==> src/rtl/router_pkg.sv <==
// Shared router types: packet bundle and receiver states.
// Used by rx ports, crossbar and output serialisers.
package router_pkg;

  localparam int NUM_PORTS_DEF = 8;
  localparam int DA_W = 4;
  localparam int DATA_W = 32;

  typedef enum logic [2:0] {
    IDLE,
    ADDR,
    PAD,
    DATA,
    DRAIN
  } rx_state_t;

  typedef struct packed {
    logic [DA_W-1:0]   da;
    logic [DATA_W-1:0] data;
  } rx_pkt_t;

endpackage

==> src/rtl/router_rx_port_if.sv <==
// Packet handshake between an rx port and the crossbar.
// master = rx port, slave = crossbar/arbiter.
interface router_rx_port_if;
  import router_pkg::*;

  logic              pkt_valid;
  logic              pkt_ready;
  logic [DA_W-1:0]   pkt_sa;
  logic [DA_W-1:0]   pkt_da;
  logic [DATA_W-1:0] pkt_data;

  modport master (
    output pkt_valid,
    output pkt_sa,
    output pkt_da,
    output pkt_data,
    input  pkt_ready
  );

  modport slave (
    input  pkt_valid,
    input  pkt_sa,
    input  pkt_da,
    input  pkt_data,
    output pkt_ready
  );

endinterface

==> src/rtl/router_pkt_fifo.sv <==
// Small packet FIFO; a push into a full FIFO succeeds
// when a pop happens on the same edge.
module router_pkt_fifo
  import router_pkg::*;
#(
  parameter int DEPTH = 2
) (
  input  logic                   clock,
  input  logic                   reset_n,
  input  logic                   push,
  input  rx_pkt_t                push_pkt,
  input  logic                   pop,
  output rx_pkt_t                head,
  output logic                   full,
  output logic                   empty,
  output logic [$clog2(DEPTH):0] count
);

  localparam int AW = $clog2(DEPTH);
  localparam int CW = AW + 1;

  rx_pkt_t         mem [DEPTH];
  logic [AW-1:0]   rd_ptr;
  logic [AW-1:0]   wr_ptr;
  logic            do_push;
  logic            do_pop;

  assign empty   = (count == '0);
  assign full    = (count == CW'(DEPTH));
  assign do_pop  = pop && !empty;
  assign do_push = push && (!full || do_pop);
  assign head    = mem[rd_ptr];

  always_ff @(posedge clock or negedge reset_n) begin
    if (!reset_n) begin
      rd_ptr <= '0;
      wr_ptr <= '0;
      count  <= '0;
      for (int i = 0; i < DEPTH; i++) begin
        mem[i] <= '0;
      end
    end else begin
      if (do_push) begin
        mem[wr_ptr] <= push_pkt;
        wr_ptr      <= wr_ptr + 1'b1;
      end
      if (do_pop) begin
        rd_ptr <= rd_ptr + 1'b1;
      end
      count <= count + CW'(do_push) - CW'(do_pop);
    end
  end

endmodule

==> src/rtl/router_rx_port.sv <==
// Router input port: deserialises frame_n/valid_n/di packets,
// checks framing and queues good packets for the crossbar.
module router_rx_port
  import router_pkg::*;
#(
  parameter int PORT_ID    = 0,
  parameter int NUM_PORTS  = NUM_PORTS_DEF,
  parameter int FIFO_DEPTH = 2,
  parameter int MAX_PAD    = 31
) (
  input  logic             clock,
  input  logic             reset_n,
  input  logic             frame_n,
  input  logic             valid_n,
  input  logic             di,
  router_rx_port_if.master pkt,
  output logic             busy,
  output logic             err_pulse,
  output logic             drop_pulse,
  output logic [7:0]       rcvd_cnt
);

  localparam int PW = $clog2(MAX_PAD + 2);
  localparam int CW = $clog2(FIFO_DEPTH) + 1;
  localparam logic [DA_W:0]  NP      = (DA_W + 1)'(NUM_PORTS);
  localparam logic [PW-1:0] PAD_LIM = PW'(MAX_PAD);

  rx_state_t         state;
  rx_state_t         state_d;
  logic [4:0]        bit_cnt;
  logic [4:0]        bit_cnt_d;
  logic [PW-1:0]     pad_cnt;
  logic [PW-1:0]     pad_cnt_d;
  logic [DA_W-1:0]   da_q;
  logic [DATA_W-1:0] data_q;
  logic              armed;
  logic              da_wr;
  logic              data_wr;
  logic              err_evt;
  logic              done_evt;
  logic              push_q;
  rx_pkt_t           push_pkt;
  rx_pkt_t           head;
  logic              full;
  logic              empty;
  logic              push_ok;
  logic [CW-1:0]     count;

  always_ff @(posedge clock or negedge reset_n) begin
    if (!reset_n) begin
      state   <= IDLE;
      bit_cnt <= '0;
      pad_cnt <= '0;
    end else begin
      state   <= state_d;
      bit_cnt <= bit_cnt_d;
      pad_cnt <= pad_cnt_d;
    end
  end

  always_comb begin
    state_d   = state;
    bit_cnt_d = bit_cnt;
    pad_cnt_d = pad_cnt;
    da_wr     = 1'b0;
    data_wr   = 1'b0;
    err_evt   = 1'b0;
    done_evt  = 1'b0;
    unique case (state)
      IDLE: begin
        if (!frame_n && armed) begin
          da_wr     = 1'b1;
          bit_cnt_d = 5'd1;
          state_d   = ADDR;
        end
      end
      ADDR: begin
        if (frame_n) begin
          err_evt = 1'b1;
          state_d = IDLE;
        end else if (!valid_n) begin
          err_evt = 1'b1;
          state_d = DRAIN;
        end else begin
          da_wr     = 1'b1;
          bit_cnt_d = bit_cnt + 5'd1;
          if (bit_cnt == 5'd3) begin
            pad_cnt_d = '0;
            state_d   = PAD;
          end
        end
      end
      PAD: begin
        if (frame_n) begin
          err_evt = 1'b1;
          state_d = IDLE;
        end else if (!valid_n) begin
          data_wr   = 1'b1;
          bit_cnt_d = 5'd1;
          state_d   = DATA;
        end else if (pad_cnt >= PAD_LIM) begin
          err_evt = 1'b1;
          state_d = DRAIN;
        end else begin
          pad_cnt_d = pad_cnt + PW'(1);
        end
      end
      DATA: begin
        if (valid_n) begin
          if (frame_n) begin
            err_evt = 1'b1;
            state_d = IDLE;
          end
        end else begin
          data_wr   = 1'b1;
          bit_cnt_d = bit_cnt + 5'd1;
          if (bit_cnt == 5'd31) begin
            if (frame_n) begin
              state_d = IDLE;
              if ({1'b0, da_q} >= NP) begin
                err_evt = 1'b1;
              end else begin
                done_evt = 1'b1;
              end
            end else begin
              err_evt = 1'b1;
              state_d = DRAIN;
            end
          end else if (frame_n) begin
            err_evt = 1'b1;
            state_d = IDLE;
          end
        end
      end
      DRAIN: begin
        if (frame_n) begin
          state_d = IDLE;
        end
      end
      default: begin
        state_d = IDLE;
      end
    endcase
  end

  // Completed packet is staged so a back-to-back frame
  // can reuse the shift registers on the push edge.
  assign push_ok = push_q && (!full || (pkt.pkt_ready && !empty));

  always_ff @(posedge clock or negedge reset_n) begin
    if (!reset_n) begin
      armed      <= 1'b0;
      da_q       <= '0;
      data_q     <= '0;
      push_q     <= 1'b0;
      push_pkt   <= '0;
      err_pulse  <= 1'b0;
      drop_pulse <= 1'b0;
      rcvd_cnt   <= '0;
    end else begin
      if (frame_n) begin
        armed <= 1'b1;
      end
      if (da_wr) begin
        da_q <= {di, da_q[DA_W-1:1]};
      end
      if (data_wr) begin
        data_q <= {di, data_q[DATA_W-1:1]};
      end
      push_q <= done_evt;
      if (done_evt) begin
        push_pkt <= '{da: da_q, data: {di, data_q[DATA_W-1:1]}};
      end
      err_pulse  <= err_evt;
      drop_pulse <= push_q && !push_ok;
      if (push_ok) begin
        rcvd_cnt <= rcvd_cnt + 8'd1;
      end
    end
  end

  router_pkt_fifo #(
    .DEPTH(FIFO_DEPTH)
  ) u_fifo (
    .clock    (clock),
    .reset_n  (reset_n),
    .push     (push_q),
    .push_pkt (push_pkt),
    .pop      (pkt.pkt_ready),
    .head     (head),
    .full     (full),
    .empty    (empty),
    .count    (count)
  );

  assign pkt.pkt_valid = !empty;
  assign pkt.pkt_sa    = DA_W'(PORT_ID);
  assign pkt.pkt_da    = head.da;
  assign pkt.pkt_data  = head.data;
  assign busy          = (count == CW'(FIFO_DEPTH));

endmodule
==> src/flat_wrapper.sv <==
// flat-port wrapper written by rule: the top's interface ports become plain ports
module router_rx_port_flat import router_pkg::*;
#(
  parameter int PORT_ID    = 0,
  parameter int NUM_PORTS  = NUM_PORTS_DEF,
  parameter int FIFO_DEPTH = 2,
  parameter int MAX_PAD    = 31
)
  (clock, reset_n, frame_n, valid_n, di, busy, err_pulse, drop_pulse, rcvd_cnt, pkt_pkt_valid, pkt_pkt_sa, pkt_pkt_da, pkt_pkt_data, pkt_pkt_ready);
  router_rx_port_if pkt_i ();
  input  logic clock;
  input  logic reset_n;
  input  logic frame_n;
  input  logic valid_n;
  input  logic di;
  output logic busy;
  output logic err_pulse;
  output logic drop_pulse;
  output logic [7:0] rcvd_cnt;
  output wire logic [$bits(pkt_i.pkt_valid)-1:0] pkt_pkt_valid;
  output wire logic [$bits(pkt_i.pkt_sa)-1:0] pkt_pkt_sa;
  output wire logic [$bits(pkt_i.pkt_da)-1:0] pkt_pkt_da;
  output wire logic [$bits(pkt_i.pkt_data)-1:0] pkt_pkt_data;
  input wire logic [$bits(pkt_i.pkt_ready)-1:0] pkt_pkt_ready;
  assign pkt_pkt_valid = pkt_i.pkt_valid;
  assign pkt_pkt_sa = pkt_i.pkt_sa;
  assign pkt_pkt_da = pkt_i.pkt_da;
  assign pkt_pkt_data = pkt_i.pkt_data;
  assign pkt_i.pkt_ready = pkt_pkt_ready;
  router_rx_port #(.PORT_ID(PORT_ID), .NUM_PORTS(NUM_PORTS), .FIFO_DEPTH(FIFO_DEPTH), .MAX_PAD(MAX_PAD)) u_core (.clock(clock), .reset_n(reset_n), .frame_n(frame_n), .valid_n(valid_n), .di(di), .pkt(pkt_i), .busy(busy), .err_pulse(err_pulse), .drop_pulse(drop_pulse), .rcvd_cnt(rcvd_cnt));
endmodule
==> config.mk <==
export PLATFORM = sky130hd
export DESIGN_NAME = router_rx_port_flat
export DESIGN_NICKNAME = d
export VERILOG_FILES = /design/src/rtl/router_pkg.sv /design/src/rtl/router_rx_port_if.sv /design/src/rtl/router_pkt_fifo.sv /design/src/rtl/router_rx_port.sv /design/src/flat_wrapper.sv
export SDC_FILE = /design/constraint.sdc
export NUM_CORES = 1
export LEC_CHECK = 0
export CORE_MARGIN = 5
export CORE_UTILIZATION = 42
export CTS_CLUSTER_SIZE = 10
export DETAILED_ROUTE_END_ITERATION = 12
export PLACE_DENSITY = 0.72
export SYNTH_ARGS = -nofsm -noshare
export SYNTH_HDL_FRONTEND = slang
export SYNTH_HIERARCHICAL = 1
export SYNTH_SLANG_ARGS = --single-unit
==> constraint.sdc <==
create_clock -name clock -period 6.4 [get_ports clock]
set_input_delay 0.64 -clock clock [delete_from_list [all_inputs] [get_ports clock]]
set_output_delay 0.64 -clock clock [all_outputs]
set_load 0.05 [all_outputs]
==> metrics.md, run 1 <==
| Metric | Value |
|---|---|
| Top-count cell post-synth | `mux2_2` |
| FF-to-FF Start | `u_core/bit_cnt[0]` |
| LEAKAGE | `0.00419 uW` |
| Hold Crit Class | `input pin to async pin` |
| Worst slew pin tran | `1.17 ns` |
| Area fraction of the dominant cell type after synthesis | `57.9%` |
| Die area | `20600 um2` |
| Fillers | `1458` |
| CTS tree | `built` |
| Port bufs | `53` |
| Maximum fanout along the worst path | `37` |
| Tot Pwr | `2630 uW` |
| Cts hold-fix bufs | `0` |
| Seq cells post-synth | `173` |
| Largest area contributor in the synthesized netlist | `dfrtp_1` |
| Max_slew headroom | `21.8%` |
| Global-route wire length before repair | `23500 um` |
| Via count | `4245` |
| Post-synth EDFFs | `0` |
| Die width | `143 um` |
| Fin Setup TNS | `0 ns` |
| 1st-iter DRT viols | `207` |
| RSZ-0062 raised after global routing | `no` |
| # setup viols final | `0` |
| Setup CP Type | `flip-flop to output pin` |
| # DRC | `0` |
| Fraction of layout cells with a size suffix above 1 | `39.2%` |
| Mux share of post-synthesis cell area | `27.5%` |
| Critical Path RT | `5.76 ns` |
| Max-slew violation count | `0` |
| Crit end category | `output pin` |
| P&R area growth vs syn | `16.6%` |
| Power density of the placed cells | `301 nW/um2` |
| Ports | `58` |
| Most used DFF post-synth | `dfrtp_1` |
| FMAX | `0.310 GHz` |
| Starting Density | `43.0%` |
| DR vias/cell | `5.25` |
| CP startpoint kind | `flip-flop` |
| Total gr overflow | `0` |
| Final antenna-violating net count | `0` |
| Yosys cell types | `51` |
| Synthesized area | `7480 um2` |
| Main combinational cell family by area after synthesis | `multiplexers` |
| Status | `completed` |
| Die H | `143 um` |
| CTS resizes | `0` |
| Worst-skew pair later-pin latency | `0.42 ns` |
| Critical path cell sequence | `mux2_2, clkdlybuf4s50_1` |
| Sequential share of the synthesized area | `57.9%` |
| Worst vdd ir | `0.275 mV` |
| Multi-input logic area | `2950 um2` |
| Pre-antenna DRT Iters | `4` |
| Clk buf depth | `2` |
| Syn_area_per_cell | `14.3 um2` |
| CTS HTree Levels | `4` |
| Clock sinks | `173` |
| Tmin final | `3.23 ns` |
| Row count | `48` |
| Synth Area in Adders | `0.836%` |
| Clk_skew | `0.00976 ns` |
| FF+latch area | `4330 um2` |
| Inserted Diodes | `0` |
| Post-synthesis cell count | `522` |
| Critical Path Slowest Stage Cell | `dfrtp_2` |
| CTS clk-pin slew, worst paths | `0.07 ns` |
| Clock tree root buffer cell | `clkbuf_16` |
| Post-Synth Simple-Gate Area | `5.84%` |
| Pin count of the biggest net entering global routing | `104` |
| Nets | `583` |
| Vias in the first global route | `4593` |
| Total global-route track usage | `14.3%` |
| Crit share post-route | `50.4%` |
| Post-DP HPWL | `8510 um` |
| Core footprint | `17400 um2` |
| Synth top cells by count | `180 x mux2_2, 173 x dfrtp_1, 17 x nand2_1` |
| Top cells by area, synth | `dfrtp_1 58%, mux2_2 27%, buf_4 0.90%` |
| Critical Path Source | `u_core/u_fifo/rd_ptr` |
| Hold slack final | `0.347 ns` |
| Mean routed wirelength per cell | `16.8 um` |
| Compound-Gate Fraction of Synth Area | `3.65%` |
| Yosys warnings | `6` |
| Setup bufs post-CTS | `0` |
| Post-Route WL | `13600 um` |
| Final Wtd Congestion | `0.751` |
| Xor and xnor area share after synthesis | `1.17%` |
| Inserted Clock Buffers | `17` |
| CP Data Arrival Time | `2.59 ns` |
| Initial antenna violation count | `0` |
| Max_cap viols | `0` |
| Synth async-reset ratio | `100%` |
| Slowest Stage Delay on Critical Path | `0.99 ns` |
| Layout Utilization | `50.1%` |
| Hold Violations, Final | `0` |
layout by cell type, fill, tap and decap left out, types with 3 or more instances in the layout:
cell,instances
nor2b_1,6
inv_1,9
clkbuf_16,17
o21ai_0,13
mux2_2,180
dfrtp_1,172
nand3b_1,3
inv_6,3
and3_1,3
nor3_1,3
conb_1,4
nand2_1,17
nand2b_1,8
clkinvlp_4,4
xor2_1,3
ha_1,5
a2bb2oi_1,3
nor2_1,9
mux2i_1,3
nand3_1,7
a21oi_1,7
clkdlybuf4s50_1,52
xnor2_1,7
cells by family (layout without fill, tap and decap cells):
kind of cell	Yosys count	count (layout)
buffers and inverters	37	96
AOI/OAI and AO/OA	40	40
DFF	173	173
xor gates and xnor gates	10	10
muxes	183	183
adders and majority gates	5	5
other	1	4
and+or+nand+nor	73	73
state kept, by name (all words and copies together), names as in the netlist:
register and cells:
u_core/err_pulse 1, u_core/push_q 1, u_core/armed 1, u_core/u_fifo/rd_ptr 1, u_core/data_q 31, u_core/rcvd_cnt 8
u_core/u_fifo/wr_ptr 1, u_core/u_fifo/mem 72, u_core/push_pkt 36, u_core/drop_pulse 1, u_core/da_q 4, u_core/state 3
u_core/pad_cnt 6, u_core/u_fifo/count 2, u_core/bit_cnt 5
layout make-up:
cell class	count	share of cell area [%]
Tap cell	225	3.23
Timing Repair Buffer	55	6.27
Inverter	10	0.430
Sequential cell	173	49.6
Multi-Input combinational cell	315	33.8
Clock buffer	19	5.08
Clock inverter	12	1.58
metrics by stage:
step	cells	setup slack, ns	area (um2)
floorplan	525	4.31	7490
global placement	778	3.38	8150
detailed placement	778	3.30	8150
CTS	809	3.12	8730
global route	809	3.03	8730
finish	809	3.17	8730
layer usage:
layer	vias up	track usage, %	wire length [um]
met5	-	0	0
li1	1955	-	-
met3	15	3.83	545
met2	84	23.8	6740
met4	0	3.47	121
met1	2191	18.8	6200
where the power goes:
part / total (uW) / internal, uW / switching (uW)
clock: 1010 / 588 / 421
sequential: 1280 / 1150 / 132
combinational: 332 / 166 / 166
total: 2630 / 1910 / 720
worst paths after layout:
| kind | endpoint | slack, ns | cells after the start |
|---|---|---|---|
| max | pkt_pkt_da[1] | 3.17 | 2 |
| min | u_core/u_fifo/mem[57] | 0.35 | 1 |
| max reg2reg | u_core/push_pkt[20] | 3.77 | 6 |
| min reg2reg | u_core/rcvd_cnt[7] | 0.47 | 1 |
| max in group asynchronous | u_core/data_q[27] | 4.57 | 2 |
| min in group clock | u_core/rcvd_cnt[7] | 0.47 | 1 |
critical path: cells and delay by family, from the launching register on:
kind | cells | cell delay (ns)
flip-flops | 1 | 0.99
multiplexers | 1 | 0.45
buffers and inverters | 1 | 0.71
No activity file was read; power rests on OpenSTA's default activity.
==> inputs of run 2 (changes only) <==
Settings changed: PLACE_DENSITY 0.72 to 0.74.
Clock period 6.4 ns to 2.7 ns, I/O delays scaled along.
==> metrics.md, run 2 (synthesis results as in run 1) <==
| Metric | Value |
|---|---|
| Status | `completed (unchanged)` |
| LEAKAGE | `0.00427 uW (was 0.00419 uW)` |
| CTS HTree Levels | `4 (unchanged)` |
| CP Data Arrival Time | `2.18 ns (was 2.59 ns)` |
| # DRC | `0 (unchanged)` |
| Vias in the first global route | `4603 (was 4593)` |
| Top Registers | `u_core/u_fifo/mem (72), u_core/push_pkt (36), u_core/data_q (31) (unchanged)` |
| Max_cap viols | `0 (unchanged)` |
| Ports | `58 (unchanged)` |
| # setup viols final | `0 (unchanged)` |
| Tmin final | `2.45 ns` |
| Maximum fanout along the worst path | `37 (unchanged)` |
| Final antenna-violating net count | `0 (unchanged)` |
| Max-slew violation count | `0 (unchanged)` |
| Hold Crit Class | `input pin to async pin (unchanged)` |
| Clk_skew | `0.0111 ns (was 0.00976 ns)` |
| Worst slew pin tran | `0.734 ns (was 1.17 ns)` |
| Die H | `143 um (unchanged)` |
| Worst vdd ir | `0.825 mV (was 0.275 mV)` |
| Pin count of the biggest net entering global routing | `77 (was 104)` |
| Setup bufs post-CTS | `0 (unchanged)` |
| Biggest register | `u_core/u_fifo/mem (unchanged)` |
| Core footprint | `17400 um2 (unchanged)` |
| Port bufs | `53 (unchanged)` |
| Die width | `143 um (unchanged)` |
| Mean routed wirelength per cell | `16.2 um (was 16.8 um)` |
| Largest register FFs | `72 (unchanged)` |
| Die area | `20600 um2 (unchanged)` |
| Multi-input logic area | `2950 um2 (unchanged)` |
| Crit share post-route | `90.6%` |
| Nets | `593 (was 583)` |
| Clock tree root buffer cell | `clkbuf_16 (unchanged)` |
| Post-Route WL | `13300 um (was 13600 um)` |
| Hold Violations, Final | `0 (unchanged)` |
| Post-DP HPWL | `8570 um (was 8510 um)` |
| Pre-antenna DRT Iters | `4 (unchanged)` |
| Via count | `4232 (was 4245)` |
| Fillers | `1445 (was 1458)` |
| Final Non-Filler Cells | `820 (was 809)` |
| Fraction of layout cells with a size suffix above 1 | `40.2% (was 39.2%)` |
| Max_slew headroom | `51.1% (was 21.8%)` |
| Row count | `48 (unchanged)` |
| Fin Setup TNS | `0 ns (unchanged)` |
| Total gr overflow | `0 (unchanged)` |
| Setup CP Type | `flip-flop to output pin (unchanged)` |
| CTS tree | `built (unchanged)` |
| Starting Density | `43.0% (unchanged)` |
| Total global-route track usage | `14.0% (was 14.3%)` |
| Commonest non-fill, non-tap cell in the layout | `mux2_2 (unchanged)` |
| CP startpoint kind | `flip-flop (unchanged)` |
| Commonest non-fill, non-tap cells in the layout | `180 x mux2_2, 172 x dfrtp_1, 52 x clkdlybuf4s50_1 (unchanged)` |
| Inserted Clock Buffers | `17 (unchanged)` |
| Worst-skew pair later-pin latency | `0.42 ns (about the same)` |
| Power density of the placed cells | `711 nW/um2 (was 301 nW/um2)` |
| Final Wtd Congestion | `0.790 (was 0.751)` |
| Inserted Diodes | `0 (unchanged)` |
| Crit end category | `output pin (unchanged)` |
| DR vias/cell | `5.16 (was 5.25)` |
| Critical Path RT | `2.43 ns (was 5.76 ns)` |
| CTS clk-pin slew, worst paths | `0.06 ns (was 0.07 ns)` |
| RSZ-0062 raised after global routing | `no (unchanged)` |
| Initial antenna violation count | `0 (unchanged)` |
| FF+latch area | `4330 um2 (unchanged)` |
| Placed cell count | `787 (was 778)` |
| Clock sinks | `173 (unchanged)` |
| P&R area growth vs syn | `18.6% (was 16.6%)` |
| Global-route wire length before repair | `22900 um (was 23500 um)` |
| Clk buf depth | `2 (unchanged)` |
| FMAX | `0.409 GHz` |
| 1st-iter DRT viols | `153 (was 207)` |
-- run 2: worst max-delay path: stages, from the launching register on --
cell	delay, ns
dfrtp_2	0.37
buf_12	0.24
mux2_2	0.41
clkdlybuf4s50_1	0.71
-- run 2: worst paths after layout --
check                                startpoint                     to  slack, ns  cells after the start
min                                     reset_n  u_core/u_fifo/mem[55]       0.44                      2
min reg2reg                  u_core/rcvd_cnt[7]     u_core/rcvd_cnt[7]       0.49                      1
max reg2reg                   u_core/bit_cnt[0]     u_core/push_pkt[7]       0.57                      7
min in group clock           u_core/rcvd_cnt[7]     u_core/rcvd_cnt[7]       0.49                      1
max in group asynchronous               reset_n   u_core/u_fifo/mem[3]       1.43                      3
max                        u_core/u_fifo/rd_ptr          pkt_pkt_da[0]       0.25                      3
-- run 2: metal layers --
metal	part of all wire [%]	vias to the layer above	track usage [%]
li1	-	1976	-
met1	46	2160	18.3
met2	49	80	22.7
met3	4.7	16	4.16
met4	0.91	0	4.31
met5	0	-	0
-- run 2: cell type report --
class,instances,area share [%]
tap,225,3.17
inverter,10,0.423
timing repair buffer,65,7.60
sequential,173,48.8
multi-input combinational,315,33.3
clock buffer,18,4.84
clock inverter,14,1.89
-- run 2: timing repair --
action | CTS | global route
endpoints found under the hold margin | 72 | 0
hold buffers | 1 | 0
resized for setup | 0 | 0
-- run 2: power breakdown --
part           internal (uW)  switching, uW
Sequential              2740            189
Clock                   1460            992
Combinational            428            511
Total                   4620           1690
-- run 2: through the flow --
step                      setup slack [ns]  hold slack, ns  instance area [um2]  power [uW]  utilization, %
after floorplan                      0.609         -0.0256                 7490        3620               -
after global placement               0.554           0.328                 8260        3860            47.4
after detailed placement             0.474           0.339                 8260        3910            47.4
after CTS                            0.228           0.464                 8870        6380            50.9
after global routing                 0.172           0.505                 8870        6620            50.9
final                                0.252           0.444                 8870        6310            50.9
